**config.mk**
```make
export PLATFORM = sky130hd
export DESIGN_NAME = data_island_packet_assembler_flat
export DESIGN_NICKNAME = d
export VERILOG_FILES = /design/src/rtl/data_island_packet_assembler_if.sv /design/src/rtl/data_island_packet_assembler.sv /design/src/flat_wrapper.sv
export SDC_FILE = /design/constraint.sdc
export NUM_CORES = 1
export LEC_CHECK = 0
export BUFFER_PORTS_ARGS = -buffer_cell sky130_fd_sc_hd__buf_4
export CORE_MARGIN = 2
export CORE_UTILIZATION = 49
export DETAILED_ROUTE_END_ITERATION = 7
export PLACE_DENSITY = 0.78
export SETUP_SLACK_MARGIN = 0.5
export SYNTH_ARGS = -nofsm -noshare
export SYNTH_HDL_FRONTEND = slang
export SYNTH_SLANG_ARGS = --single-unit
export TNS_END_PERCENT = 50
```
**constraint.sdc**
```tcl
create_clock -name clk -period 11 [get_ports clk]
set_input_delay 1.1 -clock clk [delete_from_list [all_inputs] [get_ports clk]]
set_output_delay 1.1 -clock clk [all_outputs]
set_load 0.02 [all_outputs]
```
**src/rtl/data_island_packet_assembler_if.sv**
```systemverilog
// Packet payload in, 9-bit TERC4 slot word out, between the packet generators,
// the data-island assembler and the channel encoders.
interface data_island_packet_assembler_if;
  logic             enable;
  logic [23:0]      header;
  logic [3:0][55:0] sub;
  logic [8:0]       packet_data;
  logic [4:0]       slot;
  logic             packet_start;
  logic             packet_end;

  modport master (
    output enable, header, sub,
    input  packet_data, slot, packet_start, packet_end
  );

  modport slave (
    input  enable, header, sub,
    output packet_data, slot, packet_start, packet_end
  );
endinterface

```
**src/rtl/data_island_packet_assembler.sv**
```systemverilog
// Serialises one HDMI data-island packet over 32 slots, appending BCH parity
// to the header and to each of the four subpackets as the bits stream out.
module data_island_packet_assembler (
  input  logic                          clk,
  input  logic                          reset_n,
  data_island_packet_assembler_if.slave bus
);

  localparam int unsigned HDR_W = 24;
  localparam int unsigned SUB_W = 56;
  localparam int unsigned NSUB  = 4;
  localparam int unsigned ECC_W = 8;
  localparam int unsigned CNT_W = 5;
  localparam int unsigned PD_W  = 9;

  localparam logic [CNT_W-1:0] LAST_SLOT    = CNT_W'(31);
  localparam logic [CNT_W-1:0] HDR_ECC_SLOT = CNT_W'(24);
  localparam logic [CNT_W-1:0] SUB_ECC_SLOT = CNT_W'(28);
  localparam logic [ECC_W-1:0] BCH_POLY     = ECC_W'(8'h83);

  // One LSB-first step of the x^8+x^7+x^6+1 parity shift register.
  function automatic logic [ECC_W-1:0] nx(input logic [ECC_W-1:0] e, input logic b);
    return {1'b0, e[ECC_W-1:1]} ^ ({ECC_W{e[0] ^ b}} & BCH_POLY);
  endfunction

  logic [CNT_W-1:0]            r_cnt;
  logic [PD_W-1:0]             r_packet_data;
  logic [CNT_W-1:0]            r_slot;
  logic                        r_packet_start;
  logic                        r_packet_end;
  logic [ECC_W-1:0]            r_ecc_h;
  logic [NSUB-1:0][ECC_W-1:0]  r_ecc_s;
  logic [HDR_W-1:0]            r_shadow_h;
  logic [NSUB-1:0][SUB_W-1:0]  r_shadow_s;

  logic [CNT_W-1:0]            w_cnt_nxt;
  logic [PD_W-1:0]             w_packet_data_nxt;
  logic [CNT_W-1:0]            w_slot_nxt;
  logic                        w_packet_start_nxt;
  logic                        w_packet_end_nxt;
  logic [ECC_W-1:0]            w_ecc_h_nxt;
  logic [NSUB-1:0][ECC_W-1:0]  w_ecc_s_nxt;
  logic [HDR_W-1:0]            w_shadow_h_nxt;
  logic [NSUB-1:0][SUB_W-1:0]  w_shadow_s_nxt;

  logic [HDR_W-1:0]            w_hdr_src;
  logic [NSUB-1:0][SUB_W-1:0]  w_sub_src;
  logic [ECC_W-1:0]            w_ecc_h_cur;
  logic [NSUB-1:0][ECC_W-1:0]  w_ecc_s_cur;
  logic                        w_hdr_bit;
  logic [NSUB-1:0]             w_even;
  logic [NSUB-1:0]             w_odd;

  // Next-slot computation; slot 0 reads the live inputs and restarts parity.
  always_comb begin
    w_cnt_nxt          = '0;
    w_packet_data_nxt  = '0;
    w_slot_nxt         = '0;
    w_packet_start_nxt = 1'b0;
    w_packet_end_nxt   = 1'b0;
    w_ecc_h_nxt        = '0;
    w_ecc_s_nxt        = '0;
    w_shadow_h_nxt     = r_shadow_h;
    w_shadow_s_nxt     = r_shadow_s;
    w_hdr_src          = r_shadow_h;
    w_sub_src          = r_shadow_s;
    w_ecc_h_cur        = r_ecc_h;
    w_ecc_s_cur        = r_ecc_s;
    w_hdr_bit          = 1'b0;
    w_even             = '0;
    w_odd              = '0;

    if (bus.enable) begin
      if (r_cnt == '0) begin
        w_hdr_src      = bus.header;
        w_sub_src      = bus.sub;
        w_ecc_h_cur    = '0;
        w_ecc_s_cur    = '0;
        w_shadow_h_nxt = bus.header;
        w_shadow_s_nxt = bus.sub;
      end

      if (r_cnt < HDR_ECC_SLOT) begin
        w_hdr_bit   = w_hdr_src[r_cnt];
        w_ecc_h_nxt = nx(w_ecc_h_cur, w_hdr_bit);
      end else begin
        w_hdr_bit   = w_ecc_h_cur[r_cnt[2:0]];
        w_ecc_h_nxt = w_ecc_h_cur;
      end

      for (int i = 0; i < NSUB; i++) begin
        if (r_cnt < SUB_ECC_SLOT) begin
          w_even[i]      = w_sub_src[i][{r_cnt, 1'b0}];
          w_odd[i]       = w_sub_src[i][{r_cnt, 1'b1}];
          w_ecc_s_nxt[i] = nx(nx(w_ecc_s_cur[i], w_even[i]), w_odd[i]);
        end else begin
          w_even[i]      = w_ecc_s_cur[i][{r_cnt[1:0], 1'b0}];
          w_odd[i]       = w_ecc_s_cur[i][{r_cnt[1:0], 1'b1}];
          w_ecc_s_nxt[i] = w_ecc_s_cur[i];
        end
      end

      w_packet_data_nxt  = {w_odd, w_even, w_hdr_bit};
      w_slot_nxt         = r_cnt;
      w_packet_start_nxt = (r_cnt == '0);
      w_packet_end_nxt   = (r_cnt == LAST_SLOT);
      w_cnt_nxt          = r_cnt + CNT_W'(1);
    end
  end

  always_ff @(posedge clk or negedge reset_n) begin
    if (!reset_n) begin
      r_cnt          <= '0;
      r_packet_data  <= '0;
      r_slot         <= '0;
      r_packet_start <= 1'b0;
      r_packet_end   <= 1'b0;
      r_ecc_h        <= '0;
      r_ecc_s        <= '0;
      r_shadow_h     <= '0;
      r_shadow_s     <= '0;
    end else begin
      r_cnt          <= w_cnt_nxt;
      r_packet_data  <= w_packet_data_nxt;
      r_slot         <= w_slot_nxt;
      r_packet_start <= w_packet_start_nxt;
      r_packet_end   <= w_packet_end_nxt;
      r_ecc_h        <= w_ecc_h_nxt;
      r_ecc_s        <= w_ecc_s_nxt;
      r_shadow_h     <= w_shadow_h_nxt;
      r_shadow_s     <= w_shadow_s_nxt;
    end
  end

  assign bus.packet_data  = r_packet_data;
  assign bus.slot         = r_slot;
  assign bus.packet_start = r_packet_start;
  assign bus.packet_end   = r_packet_end;

endmodule

```
**src/flat_wrapper.sv**
```systemverilog
// flat-port wrapper written by rule: the top's interface ports become plain ports
module data_island_packet_assembler_flat 
  (clk, reset_n, bus_enable, bus_header, bus_sub, bus_packet_data, bus_slot, bus_packet_start, bus_packet_end);
  data_island_packet_assembler_if bus_i ();
  input  logic clk;
  input  logic reset_n;
  input wire logic [$bits(bus_i.enable)-1:0] bus_enable;
  input wire logic [$bits(bus_i.header)-1:0] bus_header;
  input wire logic [$bits(bus_i.sub)-1:0] bus_sub;
  output wire logic [$bits(bus_i.packet_data)-1:0] bus_packet_data;
  output wire logic [$bits(bus_i.slot)-1:0] bus_slot;
  output wire logic [$bits(bus_i.packet_start)-1:0] bus_packet_start;
  output wire logic [$bits(bus_i.packet_end)-1:0] bus_packet_end;
  assign bus_i.enable = bus_enable;
  assign bus_i.header = bus_header;
  assign bus_i.sub = bus_sub;
  assign bus_packet_data = bus_i.packet_data;
  assign bus_slot = bus_i.slot;
  assign bus_packet_start = bus_i.packet_start;
  assign bus_packet_end = bus_i.packet_end;
  data_island_packet_assembler u_core (.clk(clk), .reset_n(reset_n), .bus(bus_i));
endmodule
```
; Word-level counts from Yosys, hierarchy flattened
; Index checks and enable logic that the tools add are counted.
[totals]
out_inout_bits = 16
reg_bits = 309
input_bits = 251
elab_cells = 109
[op_classes]
order_cmp = 8
eq_ne = 1
n_bitwise = 18
reduce_logical = 1
addsub = 1
mux = 65
[ops]
columns = operator, count
row1 = 2-to-1 mux 224 bit, 2
row2 = 2-to-1 mux 32 bit, 3
row3 = bitwise XOR 7 x 8 -> 8 bit, 9
row4 = 2-to-1 mux 8 bit, 8
row5 = 2-to-1 mux 24 bit, 2
row6 = binary-select mux 1 bit (select 5 bit), 9
row7 = 2-to-1 mux 1 bit, 29
row8 = binary-select mux 1 bit (select 2 bit), 8
row9 = "< comparator 6 x 7 -> 1 bit, second input constant", 2
row10 = "< comparator 3 x 4 -> 1 bit, second input constant", 3
row11 = "< comparator 5 bit, second input constant", 2
row12 = 2-to-1 mux 5 bit, 2
row13 = 2-to-1 mux 9 bit, 1
row14 = bitwise XOR 1 bit, 9
row15 = "< comparator 5 x 6 -> 1 bit, second input constant", 1
row16 = "adder 5 x 1 -> 5 bit, second input constant", 1
row17 = "equality test 5 bit, second input constant", 1
row18 = zero test 5 bit, 1
row19 = binary-select mux 1 bit (select 3 bit), 1

; Longest topological paths before layout
[depth]
word_depth = 11
depth_mapped = 18
mapped_depth_nobuf = 11

; Worst setup path before layout
; Ideal clock, no wire load.
[synth_timing]
path_kind = reg2reg
start = register u_core.r_cnt[1]
end = register u_core.r_ecc_s[25] (netlist name)
arrival_ns = 3.472
synth_period_minus_slack_ns = 3.610
stages_incl_launch_ff = 16
t_required_ns = 10.863
setup_slack_ns = 7.390
n_path_buf = 4
setup_time_ns = 0.137
cell_sequence = dfrtp_1 buf_1 inv_1 clkbuf_1 ha_1 or4b_1 buf_6 buf_4 mux2i_1 a221o_1 o211a_1 o32ai_2 xnor2_1 xnor2_1 xnor2_1 a21oi_1
[synth_rtl]
columns = element, line_no
row1 = "start, declared", data_island_packet_assembler.sv:26  ; logic [CNT_W-1:0] r_cnt;
row2 = "start signal, assigned", data_island_packet_assembler.sv:123  ; r_cnt <= w_cnt_nxt;
row3 = "end signal, assigned", data_island_packet_assembler.sv:129  ; r_ecc_s <= w_ecc_s_nxt;
row4 = "end, declared", data_island_packet_assembler.sv:32  ; logic [NSUB-1:0][ECC_W-1:0] r_ecc_s;

==> metrics <==
M1 wire length 18500 µm; Skew-Pair Late Insertion Delay 0.53 ns; Mapped Cells 1417; EDFF count, synth 0; r2r startpoint u_core.r_cnt[0]; CTS Sinks 309; Max FO, Critical Path 59; Tot Pwr 3.68 mW; Placed Instance Area 18200 µm²; Hold Crit Class flop to flop; WL met3 4290 µm; post-DP HPWL 30400 µm; post-synthesis area per instance 11.3 µm²; synthesized flop and latch total 309; Worst Skew 0.0268 ns; DRC 0; CP required 11.41 ns; first-pass GRT wire length 70400 µm; Area Growth Syn to Fin 21.3%; Final Net Count 1876; worst-margin pin slew 1.31 ns; placed instance count 2027; fin area 19400 µm²; register area share after synthesis 48.4%; RR Endpoint u_core.r_ecc_s[1]; wire per inst 22.1 µm; PwrDens 190 nW/µm²; Initial Util 49.4%; Die H 185 µm; via count 12500; Min-Delay Path Depth 1; # fillers 2576; Fmax 0.173 GHz; largest net degree at the start of global routing 174; Rel. slew slack 12.3%; Cell Count, Final, Fillers Out 2091; synthesized area 16000 µm²; TritonCTS buffer count 35; gpl congestion 0.857; critical path capture point type flop; Tcrit/Tclk final 52.4%; vias in the first global route 12600; clk root buf clkbuf_16; crit path DAT 6.18 ns; Hold Path End u_core.r_shadow_s[215]; ANT cells 0; core area 32300 µm²; clock tree buffer depth 3; Iter 0 DRT Violations 1077; Netlist cell types 62; Worst R2R Setup Slack 5.23 ns; Std-Cell Rows 66; worst r2r path cells 13; critical path type flop to flop; chip width 185 µm; gr usage total 27.1%; RSZ-0062 raised after global routing no; die area 34000 µm²; setup repair bufs after CTS 0; Top Layer Used met4; First-pass DRT Iterations 5; ys async rst share 100%; share of layout cells above drive strength 1 39.5%; crit path launch type flop; outcome completed; Via density 5.98; Worst Min Path Start u_core.r_shadow_s[215]; antenna-violating nets left 0; IR drop worst, VDD 0.119 mV; hold_buf cts 0; Routed WL 46100 µm; post-CTS sizing 0; Final Max Slew Viols 0; post-route setup TNS 0 ns; # Max-Cap Violations 0; global route overflow 0; Pleak 8.43 nW; Yosys Warn Count 0; initial antenna violation count 0; main flop type after synthesis dfrtp_1; Post-Syn Nets 1671; # IOs 267; final setup fails 0; clock transition at the registers of the reported paths 0.06 ns; post-layout min period 5.77 ns; CTS tree done; PortBufs 266; Met2 Wirelength 21400 µm; Hold Fails Final Rpt 0; H-tree level count 2
==> routing by layer <==
| layer | vias up | track usage [%] |
|---|---|---|
| li1 | 5543 | - |
| met1 | 6243 | 35.1 |
| met2 | 615 | 43.4 |
| met3 | 109 | 6.52 |
| met4 | 0 | 11.7 |
| met5 | - | 0 |
==> critical path: stages (launching register included) <==
cell	delay [ns]
dfrtp_4	0.85
clkinv_1	0.49
ha_1	0.35
or4b_4	0.69
buf_4	0.60
buf_4	0.64
nand2_1	0.11
a31oi_1	0.17
a2111oi_0	0.09
o311ai_0	0.60
nand2_1	0.27
xnor3_1	0.46
xnor2_1	0.17
o21ai_1	0.08
==> cells in the final DEF (no fill, tap or decap), types with 11 or more instances in the layout <==
cell type / count
a21oi_1: 47
a221oi_1: 11
a31oi_1: 28
and2_1: 20
buf_4: 284
clkbuf_16: 36
dfrtp_1: 306
mux2_2: 257
mux2i_1: 53
mux4_2: 29
nand2_1: 243
nand3_1: 65
nor2_1: 18
nor3_1: 11
o21ai_0: 33
o22ai_1: 15
xnor2_1: 23
==> power breakdown <==
group	internal (mW)	total (mW)	switching [mW]
registers	1.39	1.55	0.158
clock network	0.735	1.21	0.478
logic	0.483	0.916	0.433
total	2.61	3.68	1.07
==> synth_stat cells, types with 5 or more instances <==
cell type  number  share of area [%]
a22oi_1         6               0.28
o2111ai_1       8               0.44
o211ai_1        7               0.33
nor2b_1         5               0.20
nand2_1       244                5.7
nand3_1        65                2.0
buf_4           6               0.28
buf_2          26               0.82
a21boi_0       10               0.47
clkbuf_1       64                1.5
nand4_1        10               0.39
xnor2_1        23                1.3
xor2_1          6               0.33
mux4_2         29                4.1
nor3_1         11               0.34
o211a_1         5               0.31
a221oi_1       11               0.60
buf_1          14               0.33
dfrtp_1       309                 48
and2_1         20               0.78
mux2_2        257                 18
mux2i_1        53                3.3
o21ai_0        33                1.0
nor2_1         20               0.47
o22ai_1        15               0.59
buf_6           8               0.56
a31oi_1        28                1.1
a21oi_1        47                1.5
a32oi_1         8               0.44
o221ai_1        5               0.27
==> cell families after synthesis <==
logic type,share of synthesized area (%)
XOR/XNOR,1.87
AND/OR/NAND/NOR,11.0
flip-flops,48.4
buffers and inverters,3.61
multiplexers,25.6
adder cells (fa/ha/maj),0.235
AO/OA/AOI/OAI,9.19
==> area by class of cell <==
class | count | area [µm²] | area share [%]
tap | 442 | 553 | 2.86
clock buffer | 50 | 1040 | 5.39
inverter | 5 | 20.0 | 0.103
clock inverter | 14 | 168 | 0.866
sequential | 309 | 7740 | 40.0
timing repair buffer | 286 | 2170 | 11.2
multi-input combinational | 985 | 7670 | 39.6
==> registers in the layout, summed over array words and instances (netlist names) <==
name / cells
u_core.bus.packet_start: 1
u_core.bus.packet_end: 1
u_core.r_shadow_s: 224
u_core.bus.slot: 5
u_core.bus.packet_data: 9
u_core.r_ecc_h: 8
u_core.r_ecc_s: 32
u_core.r_shadow_h: 24
u_core.r_cnt: 5
==> through the flow <==
step                      setup WS [ns]  utilization [%]  hold WS [ns]
after floorplan                    7.39                -         0.470
after global placement             5.49             56.2         0.480
after detailed placement           5.30             56.2         0.487
after CTS                          5.32             60.0         0.501
after global routing               4.82             60.0         0.511
final                              5.23             60.0         0.499
==> how the worst max path moves through the flow <==
stage                         start                 end  slack (ns)  depth (start not counted)
floorplan           u_core.r_cnt[1]  u_core.r_ecc_s[25]        7.39                         15
global placement    u_core.r_cnt[0]   u_core.r_ecc_s[1]        5.49                         13
detailed placement  u_core.r_cnt[0]   u_core.r_ecc_s[1]        5.30                         13
CTS                 u_core.r_cnt[0]   u_core.r_ecc_s[1]        5.32                         13
global route        u_core.r_cnt[0]   u_core.r_ecc_s[1]        4.82                         13
finish              u_core.r_cnt[0]   u_core.r_ecc_s[1]        5.23                         13
No activity file was read; power rests on OpenSTA's default activity.
